==> src/rtl/wb_forward_stage.sv <==
// wb_forward_stage: writeback mux with load formatting, plus a forwarding
// lookup for two source registers.
//
// Optional feature: define WB_HIST_FWD_EN to add a HIST_DEPTH-entry history
// of retired writebacks that the lookups also search. Without the macro the
// block is purely combinational, and stall/flush have no effect.
//
// Ports:
//   clk, rst            clock, async active-high reset (history only)
//   stall, flush        hold / invalidate history
//   MEM_WB_*            writeback-stage inputs (rd, RegWrite, Mem2Reg,
//                       ALU result, PC link value, raw load word, funct3,
//                       load byte offset)
//   ID_rs1, ID_rs2      source registers to look up
//   WB_rd, WB_RegWrite, WB_wdata   regfile write port (combinational)
//   fwd_rs{1,2}_hit/_data          forwarding results (combinational)
module wb_forward_stage #(
    parameter int unsigned XLEN       = 32,
    parameter int unsigned RADDR      = 5,
    parameter int unsigned HIST_DEPTH = 2
) (
    input  logic             clk,
    input  logic             rst,
    input  logic             stall,
    input  logic             flush,
    input  logic [RADDR-1:0] MEM_WB_rd,
    input  logic             MEM_WB_RegWrite,
    input  logic [1:0]       MEM_WB_Mem2Reg,
    input  logic [XLEN-1:0]  MEM_WB_ALU_Result,
    input  logic [XLEN-1:0]  MEM_WB_PC,
    input  logic [XLEN-1:0]  MEM_WB_ReadData,
    input  logic [2:0]       MEM_WB_funct3,
    input  logic [1:0]       MEM_WB_addr_lo,
    input  logic [RADDR-1:0] ID_rs1,
    input  logic [RADDR-1:0] ID_rs2,
    output logic [RADDR-1:0] WB_rd,
    output logic             WB_RegWrite,
    output logic [XLEN-1:0]  WB_wdata,
    output logic             fwd_rs1_hit,
    output logic [XLEN-1:0]  fwd_rs1_data,
    output logic             fwd_rs2_hit,
    output logic [XLEN-1:0]  fwd_rs2_data
);

    logic [7:0]      ld_byte;
    logic [15:0]     ld_half;
    logic [XLEN-1:0] ld_data;

    // Load lane select and extension
    always_comb begin
        ld_byte = 8'h00;
        ld_half = 16'h0000;
        ld_data = MEM_WB_ReadData;
        case (MEM_WB_addr_lo)
            2'd0:    ld_byte = MEM_WB_ReadData[7:0];
            2'd1:    ld_byte = MEM_WB_ReadData[15:8];
            2'd2:    ld_byte = MEM_WB_ReadData[23:16];
            default: ld_byte = MEM_WB_ReadData[31:24];
        endcase
        ld_half = MEM_WB_addr_lo[1] ? MEM_WB_ReadData[31:16] : MEM_WB_ReadData[15:0];
        case (MEM_WB_funct3)
            3'b000:  ld_data = XLEN'($signed(ld_byte));
            3'b001:  ld_data = XLEN'($signed(ld_half));
            3'b010:  ld_data = XLEN'($signed(MEM_WB_ReadData[31:0]));
            3'b100:  ld_data = XLEN'(ld_byte);
            3'b101:  ld_data = XLEN'(ld_half);
            default: ld_data = MEM_WB_ReadData;
        endcase
    end

    // Writeback source select
    always_comb begin
        WB_wdata = MEM_WB_ALU_Result;
        case (MEM_WB_Mem2Reg)
            2'b01:   WB_wdata = ld_data;
            2'b10:   WB_wdata = MEM_WB_PC;
            default: WB_wdata = MEM_WB_ALU_Result;
        endcase
    end

    // x0 is never written
    assign WB_rd       = MEM_WB_rd;
    assign WB_RegWrite = MEM_WB_RegWrite && (MEM_WB_rd != '0);

`ifdef WB_HIST_FWD_EN
    logic             hist_valid [HIST_DEPTH];
    logic [RADDR-1:0] hist_rd    [HIST_DEPTH];
    logic [XLEN-1:0]  hist_data  [HIST_DEPTH];

    // History shift register; entry 0 is the newest
    always_ff @(posedge clk or posedge rst) begin
        if (rst) begin
            for (int i = 0; i < int'(HIST_DEPTH); i++) begin
                hist_valid[i] <= 1'b0;
                hist_rd[i]    <= '0;
                hist_data[i]  <= '0;
            end
        end else if (flush) begin
            for (int i = 0; i < int'(HIST_DEPTH); i++) begin
                hist_valid[i] <= 1'b0;
            end
        end else if (!stall) begin
            for (int i = int'(HIST_DEPTH) - 1; i > 0; i--) begin
                hist_valid[i] <= hist_valid[i-1];
                hist_rd[i]    <= hist_rd[i-1];
                hist_data[i]  <= hist_data[i-1];
            end
            hist_valid[0] <= WB_RegWrite;
            hist_rd[0]    <= WB_rd;
            hist_data[0]  <= WB_wdata;
        end
    end
`else
    wire unused_hist_inputs = ^{clk, rst, stall, flush};
`endif

    // Returns {hit, data}; scanned oldest-first so younger sources overwrite
    function automatic logic [XLEN:0] lookup(input logic [RADDR-1:0] rs);
        logic [XLEN:0] r;
        r = '0;
`ifdef WB_HIST_FWD_EN
        for (int i = int'(HIST_DEPTH) - 1; i >= 0; i--) begin
            if (hist_valid[i] && (hist_rd[i] == rs)) r = {1'b1, hist_data[i]};
        end
`endif
        if (WB_RegWrite && (WB_rd == rs)) r = {1'b1, WB_wdata};
        if (rs == '0) r = '0;
        return r;
    endfunction

    assign {fwd_rs1_hit, fwd_rs1_data} = lookup(ID_rs1);
    assign {fwd_rs2_hit, fwd_rs2_data} = lookup(ID_rs2);

endmodule

==> config.mk <==
export PLATFORM = sky130hd
export DESIGN_NAME = wb_forward_stage
export DESIGN_NICKNAME = d
export VERILOG_FILES = /design/src/rtl/wb_forward_stage.sv
export SDC_FILE = /design/constraint.sdc
export NUM_CORES = 1
export LEC_CHECK = 0
export ABC_AREA = 1
export BUFFER_PORTS_ARGS = -buffer_cell sky130_fd_sc_hd__clkbuf_2
export CAP_MARGIN = 20
export CELL_PAD_IN_SITES_DETAIL_PLACEMENT = 1
export CELL_PAD_IN_SITES_GLOBAL_PLACEMENT = 2
export CORE_UTILIZATION = 15
export DETAILED_ROUTE_END_ITERATION = 6
export PLACE_DENSITY_LB_ADDON = 0.1
export SYNTH_ARGS = -nofsm -noshare
export SYNTH_HDL_FRONTEND = slang
export SYNTH_SLANG_ARGS = --single-unit
==> constraint.sdc <==
create_clock -name vclk -period 3.2
set_input_delay 0.64 -clock vclk [all_inputs]
set_output_delay 0.64 -clock vclk [all_outputs]
set_load 0.005 [all_outputs]
==> metrics.md <==
| Metric | Value |
|---|---|
| Status | `completed` |
| Critical Path Fanout Max | `20` |
| Final wirelength | `11.6 mm` |
| CP Capture Type | `output pin` |
| Post-route DRC | `0` |
| GR Overflow Total | `0` |
| Commonest cells in the netlist | `nor2_1, nand2_1, inv_1, a21oi_1, o21ai_0` |
| Cell variety after synth | `27` |
| Largest family of logic cells by synthesized area | `simple AND/OR/NAND/NOR gates` |
| RSZ-0062 raised after global routing | `false` |
| Seq pwr share | `0%` |
| Layout Cell Area excl Fill | `roughly 3400 sq um` |
| Part of the power in combinational logic | `100.0%` |
| Pint | `between 0.2 and 0.25 mW` |
| Warnings, synthesis | `0` |
| Antenna violations before repair | `0` |
| Most frequent cell after synthesis | `nor2_1` |
| Max cap viols | `0` |
| Chip width | `~120 um` |
| Die Y | `roughly 120 um` |
| Area leader, netlist | `nor2_1` |
| Post-synthesis adder-cell area fraction | `about 1.2%` |
| Final setup margin | `approximately 0.30 ns` |
| I/O Pins | `between 200 and 250` |
| Area of the mapped netlist | `about 2100 sq um` |
| DP HPWL | `between 10 and 15 mm` |
| Sequential cell count | `0` |
| First-pass GRT wire length | `around 18 mm` |
| Post-synthesis compound-gate area fraction | `approximately 27%` |
| GRT Util Overall | `about 16%` |
| Setup TNS | `0 ns` |
| Design Power | `between 0.4 and 0.5 mW` |
| Period utilization | `between 90% and 100%` |
| Area Overhead vs Synth | `59.1%` |
| Synth Area in Simple Gates | `46.9%` |
| Share of cells above drive strength 1 | `roughly 44%` |
| Row count | `42` |
| Psw | `around 0.29 mW` |
| Highest Clock Rate | `roughly 350 MHz` |
| Clock buf count | `0` |
| Setup crit start | `MEM_WB_addr_lo[1]` |
| Crit Path Class | `in -> out` |
| Switching Share | `between 50% and 60%` |
| Power Dens Cells | `around 150 nW/um^2` |
| Post-synth top area share | `18.2%` |
| # port buffers | `about 220` |
| Hold-fix buffers at CTS | `0` |
| Ant diodes | `0` |
| Sequential fraction of the synthesis area | `0%` |
| Syn avg cell area | `4.80 sq um` |
| XOR/XNOR Fraction of Synth Area | `4.16%` |
| CP cell instances | `clkbuf_2 > inv_1 > nand3_1 > nand3_4 > nand2_4 > nand2_1 > nand2_1 > o21ai_0 > nor2_1 > clkbuf_2` |
| Post-CTS setup buffers | `0` |
| Via/cell ratio | `4.20` |
| Leakage power | `between 2 and 2.5 nW` |
| WP buf/inv | `3` |
| Max incr delay on CP | `around 0.33 ns` |
| Worst Hold Margin | `~1.5 ns` |
| Routed length per placed instance | `14.2 um` |
| Initial Utilization | `around 16%` |
| 1st-pass router iterations | `4` |
| # setup viols final | `0` |
| Syn_nets | `564` |
| Final Util | `~25%` |
| Worst vdd ir | `0.0435 mV` |
| Vias | `between 3k and 4k` |
| Clock power share | `0%` |
| Post-DP Area | `approximately 3400 sq um` |
| Final ANT Viol Nets | `0` |
| Relative slew slack | `65.7%` |
| Die area | `~15,000 sq um` |
| Worst hold path type | `in -> out` |
| Vias in the first global route | `about 3.6k` |
| Nets | `around 770` |
| Pre-CTS WS | `0.260 ns` |
| Non-filler cells, final | `between 800 and 900` |
| Post-Synthesis Cells | `between 400 and 500` |
| Worst setup SP type | `input pin` |
| Core footprint | `between 10,000 and 15,000 sq um` |
| Initial DRC count | `~100` |
| Number of cells upsized or downsized after cts | `0` |
| Mux contribution to synthesized area | `0%` |
| Min cycle time layout | `2.90 ns` |
| WP depth | `10` |
| CP required | `approximately 2.6 ns` |
| CP max-delay cell | `clkbuf_2` |
| CP Capture Point | `fwd_rs1_data[21]` |
| Synth top area cells | `nor2_1, nand2_1, a21oi_1` |
| Final max-slew violation count | `0` |
| Register area | `0 sq um` |
| Hold Fails Final Rpt | `0` |
| Largest net degree at the start of global routing | `33` |
| Crit path DAT | `2.26 ns` |
| CP top delay family | `simple AND/OR/NAND/NOR gates` |
| Cell total after placement | `about 820` |
| GPL Wtd Cong | `about 0.78` |
| Slew @ Worst Pin | `between 0.5 and 0.6 ns` |
cells in the final DEF, fill, tap and decap left out:
master and count:
a21oi_1 50, a21oi_2 1, buf_12 1, buf_4 11, clkbuf_2 223, clkinv_4 1, ha_1 2, inv_1 64
nand2_1 77, nand2_2 20, nand2_4 2, nand3_1 10, nand3_4 1, nand4_1 4, nor2_1 102, nor2_2 1
o211ai_1 6, o21ai_0 30, o21ai_1 1, o21ai_2 10, o22ai_1 3, or2_2 11, xnor2_1 2, xor2_1 8
layout make-up:
type                            instances  area (sq um)
Inverter                               65           249
Tap cell                              176           220
Fill cell                            1877         10100
Multi-Input combinational cell        341          1670
Timing Repair Buffer                  235          1220
power by group through the flow:
stage | registers (mW) | logic (mW) | clock network, mW
floorplan | 0 | 0.287 | 0
global placement | 0 | 0.500 | 0
detailed placement | 0 | 0.506 | 0
CTS | 0 | 0.508 | 0
global route | 0 | 0.568 | 0
finish | 0 | 0.496 | 0
cell families after synthesis:
| family | after synthesis |
|---|---|
| AND/OR/NAND/NOR | 228 |
| AO/OA/AOI/OAI | 101 |
| buffers and inverters | 98 |
| XOR/XNOR | 10 |
| adder cells (fa/ha/maj) | 2 |
worst min-delay path by stage:
stage | start | end | slack [ns] | depth (start not counted)
2_1_floorplan | MEM_WB_rd[0] | WB_rd[0] | 1.36 | 1
3_3_place_gp | MEM_WB_rd[4] | WB_rd[4] | 1.52 | 2
3_5_place_dp | MEM_WB_rd[4] | WB_rd[4] | 1.52 | 2
4_1_cts | MEM_WB_rd[4] | WB_rd[4] | 1.52 | 2
5_1_grt | MEM_WB_rd[2] | WB_rd[2] | 1.53 | 2
6_report | MEM_WB_rd[2] | WB_rd[2] | 1.52 | 2
per-layer routing:
metal	global-route usage, %	routed length, um	vias to the layer above
li1	-	-	1758
met1	18.6	4870	1534
met2	30.6	5860	132
met3	2.64	845	4
met4	0.694	49	0
met5	0	0	-
(Power assumes the default switching activity.)
